--- src/rtl/spike_rate_monitor.sv ---
// spike_rate_monitor: rate-coded view of a neuron spike train.
// Detects spike onsets, counts them per fixed window of enabled cycles, hands
// each finished window count to the readout over valid/ready, and measures the
// onset-to-onset interval (ISI).
module spike_rate_monitor #(
   parameter int unsigned WINDOW_CYCLES = 256,
   parameter int unsigned CNT_W         = 8,
   parameter int unsigned ISI_W         = 16
) (
   input  logic             clk,
   input  logic             reset_n,
   input  logic             spike,
   input  logic             enable,
   output logic [CNT_W-1:0] rate,
   output logic             rate_sat,
   output logic             rate_valid,
   input  logic             rate_ready,
   output logic             overrun,
   output logic [ISI_W-1:0] isi,
   output logic             isi_valid
);

   localparam int unsigned      WIN_W    = (WINDOW_CYCLES > 1) ? $clog2(WINDOW_CYCLES) : 1;
   localparam logic [WIN_W-1:0] WIN_LAST = WIN_W'(WINDOW_CYCLES - 1);
   localparam logic [CNT_W-1:0] CNT_MAX  = {CNT_W{1'b1}};
   localparam logic [ISI_W-1:0] ISI_MAX  = {ISI_W{1'b1}};

   typedef enum logic [0:0] {
      ST_EMPTY = 1'b0,
      ST_FULL  = 1'b1
   } state_e;

   // Saturating increment for the per-window spike count.
   function automatic logic [CNT_W-1:0] cnt_sat_inc(input logic [CNT_W-1:0] v);
      logic [CNT_W-1:0] r;
      if (v == CNT_MAX) begin
         r = v;
      end else begin
         r = v + CNT_W'(1'b1);
      end
      return r;
   endfunction

   // Saturating increment for the interval timer and the reported interval.
   function automatic logic [ISI_W-1:0] isi_sat_inc(input logic [ISI_W-1:0] v);
      logic [ISI_W-1:0] r;
      if (v == ISI_MAX) begin
         r = v;
      end else begin
         r = v + ISI_W'(1'b1);
      end
      return r;
   endfunction

   // Datapath state
   logic             spike_q;
   logic [WIN_W-1:0] win_cnt_q, win_cnt_d;
   logic [CNT_W-1:0] count_q, count_d;
   logic             sat_q, sat_d;
   logic [ISI_W-1:0] isi_cnt_q, isi_cnt_d;
   logic             armed_q, armed_d;
   logic [ISI_W-1:0] isi_q, isi_d;
   logic             isi_valid_q, isi_valid_d;

   // Output FSM state and registered outputs
   state_e           state_q;
   logic [CNT_W-1:0] rate_q;
   logic             rate_sat_q;
   logic             rate_valid_q;
   logic             overrun_q;

   // Combinational helpers
   logic             event_s;
   logic             cnt_event_s;
   logic             close_s;
   logic [CNT_W-1:0] final_count_s;
   logic             final_sat_s;

   // Onset detection, window close detection and the closing-window result.
   always_comb begin
      event_s       = spike & ~spike_q;
      cnt_event_s   = enable & event_s;
      close_s       = enable & (win_cnt_q == WIN_LAST);
      final_count_s = count_q;
      final_sat_s   = sat_q;
      if (cnt_event_s) begin
         final_count_s = cnt_sat_inc(count_q);
         final_sat_s   = sat_q | (count_q == CNT_MAX);
      end else begin
         final_count_s = count_q;
         final_sat_s   = sat_q;
      end
   end

   // Next state for the window counter and per-window count/saturation.
   always_comb begin
      win_cnt_d = win_cnt_q;
      count_d   = count_q;
      sat_d     = sat_q;
      if (close_s) begin
         win_cnt_d = {WIN_W{1'b0}};
         count_d   = {CNT_W{1'b0}};
         sat_d     = 1'b0;
      end else if (enable) begin
         win_cnt_d = win_cnt_q + WIN_W'(1'b1);
         count_d   = final_count_s;
         sat_d     = final_sat_s;
      end else begin
         win_cnt_d = win_cnt_q;
         count_d   = count_q;
         sat_d     = sat_q;
      end
   end

   // Next state for the interval timer; the first onset only arms it.
   always_comb begin
      isi_cnt_d   = isi_cnt_q;
      armed_d     = armed_q;
      isi_d       = isi_q;
      isi_valid_d = isi_valid_q;
      if (event_s) begin
         isi_cnt_d = {ISI_W{1'b0}};
         armed_d   = 1'b1;
         if (armed_q) begin
            isi_d       = isi_sat_inc(isi_cnt_q);
            isi_valid_d = 1'b1;
         end else begin
            isi_d       = isi_q;
            isi_valid_d = isi_valid_q;
         end
      end else begin
         isi_cnt_d   = isi_sat_inc(isi_cnt_q);
         armed_d     = armed_q;
         isi_d       = isi_q;
         isi_valid_d = isi_valid_q;
      end
   end

   // Datapath registers; reset discards any partial window and disarms the ISI.
   always_ff @(posedge clk) begin
      if (!reset_n) begin
         spike_q     <= 1'b0;
         win_cnt_q   <= {WIN_W{1'b0}};
         count_q     <= {CNT_W{1'b0}};
         sat_q       <= 1'b0;
         isi_cnt_q   <= {ISI_W{1'b0}};
         armed_q     <= 1'b0;
         isi_q       <= {ISI_W{1'b0}};
         isi_valid_q <= 1'b0;
      end else begin
         spike_q     <= spike;
         win_cnt_q   <= win_cnt_d;
         count_q     <= count_d;
         sat_q       <= sat_d;
         isi_cnt_q   <= isi_cnt_d;
         armed_q     <= armed_d;
         isi_q       <= isi_d;
         isi_valid_q <= isi_valid_d;
      end
   end

   // Output FSM: one-deep result buffer; a close while unconsumed is dropped and flagged.
   always_ff @(posedge clk) begin
      if (!reset_n) begin
         state_q      <= ST_EMPTY;
         rate_q       <= {CNT_W{1'b0}};
         rate_sat_q   <= 1'b0;
         rate_valid_q <= 1'b0;
         overrun_q    <= 1'b0;
      end else begin
         case (state_q)
            ST_EMPTY: begin
               if (close_s) begin
                  rate_q       <= final_count_s;
                  rate_sat_q   <= final_sat_s;
                  rate_valid_q <= 1'b1;
                  state_q      <= ST_FULL;
               end else begin
                  rate_valid_q <= 1'b0;
                  state_q      <= ST_EMPTY;
               end
            end
            ST_FULL: begin
               if (close_s) begin
                  if (rate_ready) begin
                     // Consumer takes the old result as the new one arrives.
                     rate_q     <= final_count_s;
                     rate_sat_q <= final_sat_s;
                  end else begin
                     overrun_q  <= 1'b1;
                  end
                  rate_valid_q <= 1'b1;
                  state_q      <= ST_FULL;
               end else if (rate_ready) begin
                  rate_valid_q <= 1'b0;
                  state_q      <= ST_EMPTY;
               end else begin
                  rate_valid_q <= 1'b1;
                  state_q      <= ST_FULL;
               end
            end
            default: begin
               rate_valid_q <= 1'b0;
               state_q      <= ST_EMPTY;
            end
         endcase
      end
   end

   assign rate       = rate_q;
   assign rate_sat   = rate_sat_q;
   assign rate_valid = rate_valid_q;
   assign overrun    = overrun_q;
   assign isi        = isi_q;
   assign isi_valid  = isi_valid_q;

endmodule

--- config.mk ---
export PLATFORM = sky130hd
export DESIGN_NAME = spike_rate_monitor
export DESIGN_NICKNAME = d
export VERILOG_FILES = /design/src/rtl/spike_rate_monitor.sv
export SDC_FILE = /design/constraint.sdc
export NUM_CORES = 1
export LEC_CHECK = 0
export BUFFER_PORTS_ARGS = -buffer_cell sky130_fd_sc_hd__buf_2
export CORE_MARGIN = 2
export CORE_UTILIZATION = 45
export DETAILED_ROUTE_END_ITERATION = 16
export PLACE_DENSITY = 0.66
export SETUP_SLACK_MARGIN = 0.5
export SYNTH_ARGS = -nofsm -noshare
export SYNTH_HDL_FRONTEND = slang
export SYNTH_SLANG_ARGS = --single-unit
export TNS_END_PERCENT = 100
--- constraint.sdc ---
create_clock -name clk -period 2 [get_ports clk]
set_input_delay 0.2 -clock clk [delete_from_list [all_inputs] [get_ports clk]]
set_output_delay 0.2 -clock clk [all_outputs]
set_load 0.01 [all_outputs]
# After elaboration in Yosys (flattened, before gate mapping)
# Cells that the tools add are included.
# totals
ff_bits	63
output_inout_bits	28
word_cells	50
# classes
n_addsub	3
eq_ne	6
mux	16
bitwise_logic	8
n_reduce_logical	5
# ops
cell	n
2-to-1 mux 8 bit	5
adder 16 x 1 -> 16 bit, second input constant	1
adder 8 x 1 -> 8 bit, second input constant	2
== test 16 bit, second input constant	1
== test 8 bit, second input constant	2
2-to-1 mux 16 bit	1
case mux 8 bit (2 select lines)	1
2-to-1 mux 1 bit	7
AND reduction 3 bit	2
inequality test 2 bit, second input constant	2
NOT 1 bit	4
case mux 1 bit (2 select lines)	2
OR reduction 2 bit	2
bitwise AND 1 bit	3
inequality test 2 x 1 -> 1 bit, second input constant	1
AND reduction 2 bit	1
OR 1 bit	1

# Depth between registers and ports, before layout
# logic_depth
depth_word	7
ltp_mapped	7
ltp_nobuf	5

# Least setup slack after synthesis
# OpenSTA, ideal clock, no wires.
# synth_timing
path_type	register -> register
startpoint	register isi_cnt_q[0]
endpoint	register isi_q[1] (netlist: isi[1])
t_arrival_ps	1599
t_required_ps	1868
path_slack_ps	269
stages_incl_launch_ff	6
n_path_buf	0
period_less_slack_ps	1731
cell_sequence	dfxtp_1 > ha_1 > nand4_4 > nor4_4 > mux2i_1 > a21oi_1
# synth_via
elab_chain_len	2
# synth_rtl
element	line	source
start, declared	60	logic [ISI_W-1:0] isi_cnt_q, isi_cnt_d;
start signal, assigned	146	isi_cnt_q <= {ISI_W{1'b0}};
start signal, assigned	155	isi_cnt_q <= isi_cnt_d;
adder 16 x 1 -> 16 bit or == test 16 bit (tied branches)	50, 47	
2-to-1 mux 16 bit *	47	if (v == ISI_MAX) begin
end signal, assigned	148	isi_q <= {ISI_W{1'b0}};
end signal, assigned	157	isi_q <= isi_d;
end, declared	62	logic [ISI_W-1:0] isi_q, isi_d;
# Mark *: on every way between the ends. The rest lies on a longest branch, timed or not.
# A chain may end at the register's enable or synchronous reset.

# Final worst setup path
# Same ends and word-level chain as after synthesis.

==> results by stage <==
Detailed routing:
- The routed via count is 2488.
- After detailed routing, the number of remaining DRC violations is 0.
- The routed via count divided by cell count is 5.48.
- After the first detailed-routing iteration, the DRC count stood at 119.
- After detailed routing, the total wire length is 6.58 mm.
- The pre-antenna-repair detailed-routing pass consisted of 4 iterations.
- After detailed routing, the average wire length per cell comes to 14.5 µm.
- The count of antenna-violating nets left after detailed routing is 0.

Cells and area:
- Summing all non-filler instances in the final layout gives an area of 0.00362 mm².
- The net count reported at finish is 384.
- The antenna diode count is 0.
- The share of cells above drive strength 1 is 36.9%.
- The area added between synthesis and finish is 31.5%.
- Counting the fill cells in the layout gives 525.
- The area taken by flip-flops and latches is 0.00130 mm².
- The multi-input combinational cells in the finished layout cover a total of 0.00158 mm².

STA:
- The maximum clock frequency is 0.617 GHz.
- The maximum clock skew at final layout is 8.15 ps.
- The clock period minus worst slack is 1620 ps.
- The worst slew margin relative to its limit is 63.4%.
- Setup repair after global routing could not meet its margin everywhere.
- The final sum of negative setup slack is 0 ps.
- The final setup violation count is 0.
- The slew at the pin with the worst max-slew slack is 548 ps.
- The final hold violation count is 0.
- Dividing the final minimum period by the clock period gives 81.0%.
- The max-slew violation count is 0.
- Hold timing on the final database bottoms out at a slack of 140 ps.

Critical path:
- Grouping stages by cell kind, the critical path spends the most delay in simple AND/OR/NAND/NOR gates.
- The required time at the worst-slack endpoint is 2230 ps.
- In this run the critical register-to-register path is launched from isi_cnt_q[0].
- The critical path capture point type is a flip-flop.
- Data arrives at the worst endpoint at 1850 ps.
- The biggest cell delay along the critical path is 370 ps.
- The critical path in this run is classified as flip-flop to flip-flop.
- The number of cells on the worst reg-to-reg path is 6.
- Traced cell by cell, the critical path runs through ha_4 -> nand4_4 -> nor4_4 -> buf_6 -> mux2i_2 -> a21oi_1.
- In this run the worst setup path terminates at isi[1].
- The reg-to-reg endpoint is isi[1].
- The sort of element at the start of the critical path is a flip-flop.
- The number of buffers and inverters on the critical path is 1.
- Among all stages on the critical path, the largest delay is contributed by dfxtp_4.
- Along the worst path, the maximum fanout reaches 6.
- The launching instance or port of the critical path is isi_cnt_q[0].
- The critical path crosses 6 cells after its start point.
- Setup slack on the worst reg-to-reg path comes out at 380 ps.

Power:
- In this run switching power makes up 23.1% of total power.
- Combinational cells account for 5.8% of the total power.
- IR analysis of the VDD net gives a maximum drop of 0.502 mV.
- The sequential power share is 52.3%.
- The total power divided by cell area is 685 mW/mm².
- In this run, the clock network consumes 41.9% of the power.
- The internal power is 0.00191 W.
- The static leakage is 1.43 nW.
- For this design the total switching power over the nets is 0.000571 W.

Placement:
- Summing all placed instances gives a cell area of 0.00304 mm².
- The final weighted congestion of routability-driven global placement is 0.859.
- Input and output buffers added on the ports amount to 32.
- The half-perimeter wire length after detailed placement is 4.10 mm.

Yosys:
- By instance count, the leading cell after synthesis is dfxtp_1.
- The share of the yosys chip area belonging to registers is 45.8%.
- The number of nets in the synthesized netlist is 322.
- The cell taking the most area after synthesis is dfxtp_1.
- In the synthesized netlist the dominant register cell turns out to be dfxtp_1.
- Sorting the synthesized cells by area gives the leading types as dfxtp_1 46%, nor2_1 6.4%, o21ai_0 4.0%.
- The mean instance size in the synthesized netlist is 8.76 µm².
- Counting distinct cell types in the post-synthesis netlist gives 49.
- For this run, asynchronously set or reset flops after synthesis account for 0%.
- The number of storage elements in the synthesis netlist is 63.
- Synthesis handed over a netlist of 314 instances.
- The number of warnings printed during yosys synthesis is 0.
- The number of enable flip-flop cells after synthesis is 0.
- The total standard cell area after synthesis is 0.00275 mm².
- After synthesis, the largest area contributor takes up 45.8% of total cell area.
- By count the netlist is led by 63 x dfxtp_1, 47 x nor2_1, 24 x nand2_1, 22 x o21ai_0, 16 x a21oi_1.

GRT:
- The initial antenna violation count is 0.
- The via count of the first global-routing pass is 2159.
- The global-route wire length before repair is 10.4 mm.
- The global routing usage summed across all routing layers is 20.3%.
- Entering global routing, the biggest net connects 26 pins.
- After global routing the overflow that remains totals 0.

Clock network:
- The maximum buffer depth of the clock tree is 2.
- The clock reaches the later pin of the worst-skew pair after 350 ps.
- The tree is rooted in a clkbuf_8.
- The number of levels the H-tree was split into is 3.
- The CTS clock-pin slew for the worst setup and hold paths is 60 ps.
- The number of buffers created by CTS is 9.
- The total number of clock tree sinks is 63.
- TritonCTS built the clock tree.
- The number of hold buffers added after CTS was 0.

Job:
- The count of maximum capacitance violations is 0.

Min path:
- Counting instances, the worst hold path has a depth of 3.
- The startpoint of the most critical hold path is spike.
- The class of the tightest hold or removal check is primary input to flip-flop.

Floorplan:
- In this run the core area contains 28 standard-cell rows.
- In this run the horizontal extent of the chip is 82.2 µm.
- The total area inside the core boundary comes to 0.00592 mm².
- The initial cell density of the core is 46.5%.
- The floorplan step set the die height to 82.2 µm.
- The die covers 0.00676 mm².
- The number of top-level design ports is 33.

Outcome:
- The run finished with clean final reports.
==> how the worst min path moves through the flow <==
stage               to  slack, ps
3_5_place_dp    isi[8]        440
4_1_cts        spike_q        140
3_3_place_gp    isi[2]        440
5_1_grt        spike_q        170
2_1_floorplan  spike_q        340
6_report       spike_q        140
==> placed cells by master (no fill, tap or decap), types with 5 or more instances in the layout <==
| cell type | n |
|---|---|
| a211oi_1 | 7 |
| a21oi_1 | 16 |
| buf_2 | 33 |
| buf_4 | 30 |
| clkbuf_8 | 13 |
| dfxtp_1 | 43 |
| dfxtp_2 | 13 |
| dfxtp_4 | 7 |
| inv_1 | 9 |
| mux2i_1 | 6 |
| nand2_1 | 22 |
| nand4_1 | 8 |
| nor2_1 | 46 |
| nor3_1 | 9 |
| o21ai_0 | 19 |
| o22ai_1 | 5 |
| xor2_1 | 7 |
==> timing repair <==
item,in CTS,in global routing
setup buffers,10,16
hold endpoints to repair,0,0
pin swaps,10,21
cloned,1,1
setup endpoints to repair,48,44
gates resized for setup,33,23
==> through the flow <==
stage               setup WS, ps  util [%]  total power, W  instances
finish                       380      61.1         0.00248        454
global route                 300      61.1         0.00257        454
CTS                          428      57.4         0.00249        437
detailed placement           257      51.3         0.00145        412
global placement             327      51.3         0.00145        412
floorplan                    433         -         0.00141        314
==> state kept, by name, indices dropped and copies added, names as in the netlist, 8 cells and up <==
| register | flops |
|---|---|
| isi | 16 |
| isi_cnt_q | 16 |
| win_cnt_q | 8 |
| rate | 8 |
| count_q | 8 |
==> kinds of logic (layout without fill, tap and decap cells) <==
group	count (synthesis)	after routing	synth area share (%)
AND/OR/NAND/NOR	130	130	25.6
AO/OA/AOI/OAI	75	75	17.4
flip-flops	63	63	45.8
buffers and inverters	24	89	3.46
XOR/XNOR	12	12	3.82
multiplexers	7	7	2.55
adder cells (fa/ha/maj)	3	3	1.36
==> tightest hold or removal path, delay by kind of cell <==
family	cells	cell delay, ps
and+or+nand+nor	1	40
buffers and inverters	2	200
==> power groups by stage <==
stage,clock network [W],registers [W],logic (W)
2_1_floorplan,0,0.00133,0.0000739
3_3_place_gp,0,0.00133,0.000122
3_5_place_dp,0,0.00133,0.000124
4_1_cts,0.00105,0.00130,0.000134
5_1_grt,0.00111,0.00130,0.000159
6_report,0.00104,0.00130,0.000144
==> cell type report <==
cell class	instances	area share (%)
multi-input cells	227	43.7
flip-flops and latches	63	36.0
repair buffers	66	11.7
clock buffers	14	5.05
well taps	75	2.59
inverters	9	0.934
==> layer usage <==
layer  vias up  global-route usage, %  part of all wire [%]
met5         -                      0                     0
met4         0                   10.0                   2.0
met3        12                   4.24                   2.8
met2        32                   30.4                    45
met1      1177                   27.7                    51
li1       1267                      -                     -
Power figures use the tool's default switching activity.
